### config.mk
export PLATFORM = sky130hd
export DESIGN_NAME = dconv_3x3_ctrl
export DESIGN_NICKNAME = d
export VERILOG_FILES = /design/src/rtl/dconv_pkg.sv /design/src/rtl/dconv_rd_delay.sv /design/src/rtl/dconv_3x3_ctrl.sv
export SDC_FILE = /design/constraint.sdc
export NUM_CORES = 1
export LEC_CHECK = 0
export ABC_AREA = 1
export CORE_MARGIN = 2
export CORE_UTILIZATION = 56
export CTS_CLUSTER_SIZE = 30
export DETAILED_ROUTE_END_ITERATION = 12
export PLACE_DENSITY_LB_ADDON = 0.3
export SKIP_LAST_GASP = 1
export SLEW_MARGIN = 30
export SYNTH_ARGS = -nofsm -noshare
export SYNTH_HDL_FRONTEND = slang
export SYNTH_SLANG_ARGS = --single-unit
### constraint.sdc
create_clock -name clk -period 3 [get_ports clk]
set_input_delay 0.6 -clock clk [delete_from_list [all_inputs] [get_ports clk]]
set_output_delay 0.6 -clock clk [all_outputs]
set_load 0.05 [all_outputs]
### src/rtl/dconv_pkg.sv
// Shared definitions for the 3x3 convolution sequencer.
//   state_t     : sequencer FSM states
//   GAP_DEFAULT : default idle cycles between output rows
//   KRN_WORDS   : number of kernel words (one per kernel row) fetched per layer
package dconv_pkg;

  typedef enum logic [2:0] {
    S_IDLE,
    S_LOAD_K,
    S_STREAM,
    S_DRAIN,
    S_GAP,
    S_FIN
  } state_t;

  localparam int GAP_DEFAULT = 1;
  localparam int KRN_WORDS   = 3;

endpackage

### src/rtl/dconv_rd_delay.sv
// One-stage alignment of an SRAM read strobe with the SRAM's 1-cycle read
// latency, so the PE sees valid/last together with the returned data.
// Ports:
//   clk, rst_n  : clock, async active-low reset
//   rd_en       : read strobe issued to the SRAM
//   last        : marks the final read of a burst
//   valid       : rd_en delayed one cycle
//   input_last  : (rd_en & last) delayed one cycle
module dconv_rd_delay (
  input  logic clk,
  input  logic rst_n,
  input  logic rd_en,
  input  logic last,
  output logic valid,
  output logic input_last
);

  // stage p0 -> p1: register strobe alongside the SRAM data return
  always_ff @(posedge clk or negedge rst_n) begin
    if (!rst_n) begin
      valid      <= 1'b0;
      input_last <= 1'b0;
    end else begin
      valid      <= rd_en;
      input_last <= rd_en & last;
    end
  end

endmodule

### src/rtl/dconv_3x3_ctrl.sv
// Sequencer for one 3x3 convolution PE. On start it fetches the three kernel
// words, then streams the feature map one 3-pixel column per cycle, one output
// row at a time, waiting for each row's results to drain before the next.
// PE results are tagged with row/column indices for the writeback stage.
// Optional feature macro: DCONV_CTRL_PERF_EN adds perf_cycles (busy cycle
// count, cleared at start, saturating, held after done).
// Ports:
//   clk, rst_n                 : clock, async active-low reset
//   start, cfg_w, cfg_h        : layer start and geometry (latched at start)
//   krn_rd_en, krn_rd_addr     : kernel SRAM read
//   img_rd_en, img_rd_row/col  : line-buffer read (top row of window, column)
//   kernel_valid, image_valid  : to PE, aligned with SRAM read data
//   input_last                 : to PE, with the last image_valid of a row
//   pe_out_valid               : PE result strobe
//   res_valid, res_row, res_col: tagged result strobe for writeback
//   row_done, done             : 1-cycle pulses at row drain / layer end
//   busy                       : high whenever not idle
//   err                        : bad geometry (w<3 or h<3), held until next start
//   perf_cycles                : only with DCONV_CTRL_PERF_EN
module dconv_3x3_ctrl
  import dconv_pkg::*;
#(
  parameter int MAX_W = 256,
  parameter int MAX_H = 256,
  parameter int GAP   = GAP_DEFAULT,
  localparam int CW   = $clog2(MAX_W + 1),
  localparam int RW   = $clog2(MAX_H + 1)
) (
  input  logic          clk,
  input  logic          rst_n,
  input  logic          start,
  input  logic [CW-1:0] cfg_w,
  input  logic [RW-1:0] cfg_h,
  output logic          krn_rd_en,
  output logic [1:0]    krn_rd_addr,
  output logic          img_rd_en,
  output logic [RW-1:0] img_rd_row,
  output logic [CW-1:0] img_rd_col,
  output logic          kernel_valid,
  output logic          image_valid,
  output logic          input_last,
  input  logic          pe_out_valid,
  output logic          res_valid,
  output logic [RW-1:0] res_row,
  output logic [CW-1:0] res_col,
  output logic          row_done,
  output logic          busy,
  output logic          done,
`ifdef DCONV_CTRL_PERF_EN
  output logic [31:0]   perf_cycles,
`endif
  output logic          err
);

  localparam int         GW       = (GAP > 1) ? $clog2(GAP) : 1;
  localparam logic [1:0] KRN_LAST = 2'(KRN_WORDS - 1);

  state_t        state, state_n;
  logic [CW-1:0] cfg_w_q;
  logic [RW-1:0] cfg_h_q;
  logic [RW-1:0] row;
  logic [CW-1:0] col;
  logic [1:0]    kcnt;
  logic [GW-1:0] gap_cnt;
  logic          seen_q;

  logic accept, cfg_bad, enter_stream, row_adv, col_last;
  logic krn_last_unused;

  assign cfg_bad  = (cfg_w < CW'(3)) || (cfg_h < RW'(3));
  assign col_last = (col == (cfg_w_q - CW'(1)));

  always_ff @(posedge clk or negedge rst_n) begin
    if (!rst_n) state <= S_IDLE;
    else        state <= state_n;
  end

  always_comb begin
    state_n      = state;
    accept       = 1'b0;
    enter_stream = 1'b0;
    row_adv      = 1'b0;
    row_done     = 1'b0;
    case (state)
      S_IDLE: begin
        if (start) begin
          accept  = 1'b1;
          state_n = cfg_bad ? S_FIN : S_LOAD_K;
        end
      end
      S_LOAD_K: begin
        if (kcnt == KRN_LAST) begin
          state_n      = S_STREAM;
          enter_stream = 1'b1;
        end
      end
      S_STREAM: begin
        if (col_last) state_n = S_DRAIN;
      end
      S_DRAIN: begin
        // Row has drained once the PE has produced results and gone quiet.
        if (seen_q && !pe_out_valid) begin
          row_done = 1'b1;
          state_n  = S_GAP;
        end
      end
      S_GAP: begin
        if (gap_cnt == GW'(GAP - 1)) begin
          row_adv = 1'b1;
          if ((row + RW'(1)) == (cfg_h_q - RW'(2))) begin
            state_n = S_FIN;
          end else begin
            state_n      = S_STREAM;
            enter_stream = 1'b1;
          end
        end
      end
      S_FIN:   state_n = S_IDLE;
      default: state_n = S_IDLE;
    endcase
  end

  always_ff @(posedge clk or negedge rst_n) begin
    if (!rst_n) begin
      cfg_w_q <= '0;
      cfg_h_q <= '0;
      row     <= '0;
      col     <= '0;
      kcnt    <= '0;
      gap_cnt <= '0;
      seen_q  <= 1'b0;
      res_col <= '0;
      err     <= 1'b0;
    end else begin
      if (accept) begin
        cfg_w_q <= cfg_w;
        cfg_h_q <= cfg_h;
        row     <= '0;
        kcnt    <= '0;
        err     <= cfg_bad;
      end else if (state == S_LOAD_K) begin
        kcnt <= kcnt + 2'd1;
      end

      if (row_adv) row <= row + RW'(1);

      if (enter_stream)            col <= '0;
      else if (state == S_STREAM)  col <= col + CW'(1);

      if (row_done)                gap_cnt <= '0;
      else if (state == S_GAP)     gap_cnt <= gap_cnt + GW'(1);

      if (enter_stream)            seen_q <= 1'b0;
      else if (res_valid)          seen_q <= 1'b1;

      if (enter_stream)            res_col <= '0;
      else if (res_valid)          res_col <= res_col + CW'(1);
    end
  end

  assign krn_rd_en   = (state == S_LOAD_K);
  assign krn_rd_addr = krn_rd_en ? kcnt : 2'd0;
  assign img_rd_en   = (state == S_STREAM);
  assign img_rd_row  = row;
  assign img_rd_col  = col;
  assign res_valid   = pe_out_valid && ((state == S_STREAM) || (state == S_DRAIN));
  assign res_row     = row;
  assign busy        = (state != S_IDLE);
  assign done        = (state == S_FIN);

  dconv_rd_delay u_krn_dly (
    .clk        (clk),
    .rst_n      (rst_n),
    .rd_en      (krn_rd_en),
    .last       (kcnt == KRN_LAST),
    .valid      (kernel_valid),
    .input_last (krn_last_unused)
  );

  dconv_rd_delay u_img_dly (
    .clk        (clk),
    .rst_n      (rst_n),
    .rd_en      (img_rd_en),
    .last       (col_last),
    .valid      (image_valid),
    .input_last (input_last)
  );

`ifdef DCONV_CTRL_PERF_EN
  always_ff @(posedge clk or negedge rst_n) begin
    if (!rst_n)                                        perf_cycles <= '0;
    else if (accept)                                   perf_cycles <= '0;
    else if (busy && (perf_cycles != 32'hFFFF_FFFF))   perf_cycles <= perf_cycles + 32'd1;
  end
`endif

endmodule
# [Word level (Yosys, flattened, before mapping)]
# Index checks and enable logic that the tools add are counted.
# Widths: inputs -> output; s select.
[word_totals] output_inout_bits=48 regBits=56 romBits=0 ram_bits=0 n_memories=0 latch_bits=0
[op_classes] addsub=7 order_cmp=2 n_div=0 n_reduce_logical=13 n_mux=31 bitwise_logic=1 mul=0 eq_ne=13 n_shift=0
[op_table] operator="$mux 9" n=6
[op_table] operator="$add 9x1->9 const B" n=3
[op_table] operator="$mux 3" n=7
[op_table] operator="$eq 9x9->1" n=2
[op_table] operator="$lt 9x2->1 const B" n=2
[op_table] operator="$pmux 3 s5" n=1
[op_table] operator="$mux 1" n=13
[op_table] operator="$reduce_bool 2->1" n=5
[op_table] operator="$sub 9x1->9 const B" n=1
[op_table] operator="$sub 9x2->9 const B" n=1
[op_table] operator="$ne 2x2->1 const B" n=4
[op_table] operator="$eq 3x2->1 const B" n=2
[op_table] operator="$eq 3x3->1 const B" n=2
[op_table] operator="$mux 2" n=3
[op_table] operator="$reduce_and 5->1" n=1
[op_table] operator="$eq 3x1->1 const B" n=1
[op_table] operator="$logic_not 3->1" n=1
[op_table] operator="$reduce_bool 3->1" n=1
[op_table] operator="$add 2x1->2 const B" n=1
[op_table] operator="$eq 2x2->1 const B" n=1
[op_table] operator="$logic_and 1x1->1" n=2
[op_table] operator="$logic_or 1x1->1" n=2
[op_table] operator="$ne 2x1->1 const B" n=1
[op_table] operator="$pmux 1 s2" n=1
[op_table] operator="3 further kinds" n=3

# [Logic depth before layout (Yosys ltp)]
[depth] word_depth=6 depth_mapped=15 depth_no_buf=15

# [Modules after synthesis]
# From an unflattened synthesis, not the netlist that was laid out.
[hier_totals] hier_cells=467 area_unflattened_um2=3517.1
[modules_own_cells] module="dconv_3x3_ctrl" area_per_inst_um2=3402.0 instances=1 cells_per_inst=459
[modules_own_cells] module="dconv_rd_delay" area_per_inst_um2=57.6 instances=2 cells_per_inst=4

# [Worst setup path after synthesis]
# OpenSTA, ideal clock, no wires.
[synth_path] path_kind="reg2out" startpoint="reg state[1]" endpoint="out krn_rd_addr[0]" path_slack_ns=0.196 required_time_ns=2.400 arrival_time_ns=2.204 path_buffers=0 path_stages_with_launch=4 path_cell_list="dfrtp_1 nor3_2 inv_1 nor2_1"
[synth_between] elab_chain_len=2
[synth_rtl] item="start, declared" line_no="dconv_3x3_ctrl.sv:58" source="state_t state, state_n;"
[synth_rtl] item="start signal, assigned" line_no="dconv_3x3_ctrl.sv:75" source="else state <= state_n;"
[synth_rtl] item="$eq 3x1->1" line_no="dconv_3x3_ctrl.sv:161" source="assign krn_rd_en = (state == S_LOAD_K);"
[synth_rtl] item="net krn_rd_en" line_no="dconv_3x3_ctrl.sv:34" source="output logic krn_rd_en,"
[synth_rtl] item="$mux 2" line_no="dconv_3x3_ctrl.sv:162" source="assign krn_rd_addr = krn_rd_en ? kcnt : 2'd0;"
[synth_rtl] item="end, declared" line_no="dconv_3x3_ctrl.sv:35" source="output logic [1:0] krn_rd_addr,"
# The timed path passes the listed nets, and every way through them passes these cells.

# [Worst setup path after layout]
[layout_path] startpoint="reg state[2]" endpoint="out img_rd_en"
[layout_between] elab_chain_len=1
[layout_rtl] item="$eq 3x2->1" line_no="dconv_3x3_ctrl.sv:163" source="assign img_rd_en = (state == S_STREAM);"
[layout_rtl] item="end, declared" line_no="dconv_3x3_ctrl.sv:36" source="output logic img_rd_en,"
# Every way passes these cells.

==> results.sh <==
export IMPL_yosysSeqAreaShare_pct=40.33
export IMPL_fp_coreArea_mm2=0.005956
export IMPL_synth_edff_count=0
export IMPL_fillers=489
export IMPL_max_slew_margin_pct=52.27
export IMPL_syn_inst=474
export IMPL_p_per_area_mw_per_mm2=970.3
export IMPL_portBuffers=69
export IMPL_drive_gt1_share_pct=8.534
export IMPL_postRouteWirelength_mm=8.066
export IMPL_ff2ff_path_depth=11
export IMPL_cts_sinks=56
export IMPL_period_share_pct=88.46
export IMPL_instances_no_fill=614
export IMPL_vdd_drop_max_mv=0.6052
export IMPL_avgSynthCellArea_um2=7.330
export IMPL_ioPinCount=70
export IMPL_fin_nets=566
export IMPL_diodes=0
export IMPL_clockBufferDepth=2
export IMPL_drt_initial_drc_count=252
export IMPL_worstPathMaxFanout=6
export IMPL_synthFlopType="dfrtp_1"
export IMPL_synthesis_area_mm2=0.003475
export IMPL_cts_buffers=5
export IMPL_hold_viol=0
export IMPL_via_per_inst=5.256
export IMPL_yosysMostFrequentCell="nand2_1"
export IMPL_die_h_um=82.77
export IMPL_worstMarginPinSlew_ns=0.7159
export IMPL_first_pass_iters=5
export IMPL_p_int_mw=2.077
export IMPL_synth_seq_cells=56
export IMPL_crit_required_ns=2.40
export IMPL_p_seq_share_pct=30.2
export IMPL_synthTopCellsByCount="nand2_1 (149), inv_1 (62), dfrtp_1 (56), nor2_1 (46), nand3_1 (35)"
export IMPL_ys_async_sr_fraction_pct=100.0
export IMPL_wire_per_inst_um=13.14
export IMPL_rsz0062_at_grt="no"
export IMPL_worst_slack_ns=0.3461
export IMPL_status="completed"
export IMPL_yosysUniqueCellTypes=31
export IMPL_combinationalPowerShare_pct=57.1
export IMPL_dp_slack_ns=0.4727
export IMPL_yosys_area_top_type="dfrtp_1"
export IMPL_syn_num_nets=502
export IMPL_htree_levels=2
export IMPL_fin_crit_ns=2.654
export IMPL_register_area_mm2=0.001401
export IMPL_yosys_warnings=0
export IMPL_ant_nets=0
export IMPL_synth_area_top_cells="dfrtp_1 (40%), nand2_1 (16%), inv_1 (6.7%)"
export IMPL_grt_antenna_before_repair=0
export IMPL_setup_viol=0
export IMPL_maxSlewViolCount=0
export IMPL_dpl_cell_count=606
export IMPL_dp_hpwl_mm=6.243
export IMPL_pwr_share_clk_pct=12.7
export IMPL_fmax_mhz=376.8
export IMPL_power_switching_mw=2.098
export IMPL_start_util_pct=58.34
export IMPL_path_class="reg2out"
export IMPL_p_total_mw=4.175
export IMPL_routabilityCongestion=0.8394
export IMPL_arrival_ns=2.05
export IMPL_cts_hold_buf=0
export IMPL_start_kind="flop"
export IMPL_drc_errors=0
export IMPL_grt_first_pass_wirelength_mm=13.48
export IMPL_dieArea_mm2=0.006851
export IMPL_grt_pass1_vias=3053
export IMPL_area_delta_synth_final_pct=23.84
export IMPL_clockRootBuffer="clkbuf_8"
export IMPL_maxCapViolCount=0
export IMPL_clkTransAtPathRegs_ns=0.10
export IMPL_num_rows=28
export IMPL_hold_path_class="in2async"
export IMPL_grt_ovfl_total=0
export IMPL_grt_max_degree=33
export IMPL_critPathCaptureType="primary output"
export IMPL_vias=3227
export IMPL_multi_input_area_mm2=0.001714
export IMPL_clk_latency_ns=0.31
export IMPL_skew_ns=0.008244
export IMPL_synthDominantCellAreaShare_pct=40.33
export IMPL_p_leak_nw=2.147
export IMPL_grtUsageTotal_pct=25.45
export IMPL_switching_share_pct=50.25
export IMPL_hold_ws_ns=0.3260
export IMPL_setup_tns_ns=0
export IMPL_die_width_um=82.77
export IMPL_tritoncts="done"
[critical path, cell delays in order (launching register included)]
cell,delay [ns]
dfrtp_1,0.45
inv_2,0.15
nand3_2,0.19
inv_2,0.14
clkdlybuf4s50_1,0.81
[final timing paths]
path	from	endpoint	slack [ns]
min in group clk	err$_DFFE_PN0P_	err$_DFFE_PN0P_	0.50
setup / recovery	state[2]$_DFFE_PN0P_	img_rd_en	0.35
max in group asynchronous	rst_n	res_col[2]$_DFFE_PN0P_	1.99
hold reg to reg	err$_DFFE_PN0P_	err$_DFFE_PN0P_	0.50
hold / removal	rst_n	img_rd_row[1]$_DFFE_PN0P_	0.33
setup reg to reg	cfg_h_q[1]$_DFFE_PN0P_	res_col[1]$_DFFE_PN0P_	0.82
[flip-flops by register name, indices dropped and copies added (netlist names), 2 cells and up]
register,count
cfg_h_q,9
img_rd_col,9
img_rd_row,9
res_col,9
kcnt,2
cfg_w_q,9
state,3
[cell families (layout without fill, tap and decap cells)]
kind of cell | Yosys count | count (layout) | share of synthesized area, %
DFF | 56 | 56 | 40.33
buffers and inverters | 82 | 147 | 10.33
and+or+nand+nor | 271 | 271 | 35.97
adders and majority gates | 6 | 6 | 2.161
xor gates and xnor gates | 18 | 18 | 4.537
muxes | 2 | 2 | 0.5762
AOI/OAI and AO/OA | 39 | 39 | 6.086
[power by group through the flow]
stage	Sequential, mW	Clock, mW	Combinational [mW]
floorplan	1.52	0	1.51
global placement	1.26	0	2.30
detailed placement	1.27	0	2.37
CTS	1.26	0.536	2.39
global route	1.30	0.565	2.64
finish	1.26	0.528	2.39
[per-stage QoR]
| step | instance area [um^2] | utilization [%] |
|---|---|---|
| floorplan | 3475 | - |
| global placement | 4177 | 70.13 |
| detailed placement | 4177 | 70.13 |
| CTS | 4298 | 72.16 |
| global route | 4303 | 72.25 |
| finish | 4303 | 72.25 |
[metal layers]
metal | share of wire, % | vias up | wire length [um] | global-route usage (%)
met2 | 53 | 86 | 4308 | 47.98
li1 | - | 1601 | - | -
met5 | 0 | - | 0 | 0
met4 | 1.1 | 0 | 91 | 7.541
met1 | 41 | 1532 | 3347 | 29.85
met3 | 3.9 | 8 | 318 | 3.571
[placed cells by master, fill, tap and decap left out, types with 2 or more instances in the layout]
master	n
nand2_1	149
nor2_1	46
a21oi_1	4
buf_4	4
nand2_2	3
mux2i_1	2
xor2_1	13
o22ai_1	7
inv_1	62
o21ai_0	23
nand2_4	2
nand3_1	35
nor3_1	4
nor2_4	12
nor3b_1	2
inv_2	5
ha_1	6
clkdlybuf4s50_1	64
o21ai_1	2
nor2_2	5
nand3_2	4
dfrtp_1	56
clkbuf_8	6
xnor2_1	5
nand4_1	7
dlymetal6s2s_1	2
[cell type report]
cell class / instances / share of cell area, %
clock buffers: 6 / 1.919
clock inverters: 2 / 0.9014
inverters: 67 / 5.845
multi-input cells: 336 / 39.84
flip-flops and latches: 56 / 32.57
well taps: 75 / 2.181
repair buffers: 72 / 16.75
[what timing repair did]
action                                 4_1_cts  5_1_grt
setup endpoints to repair                    0        2
endpoints found under the hold margin        0        0
resized for setup                            0        2
setup buffers                                0        0
(Power assumes the default switching activity.)
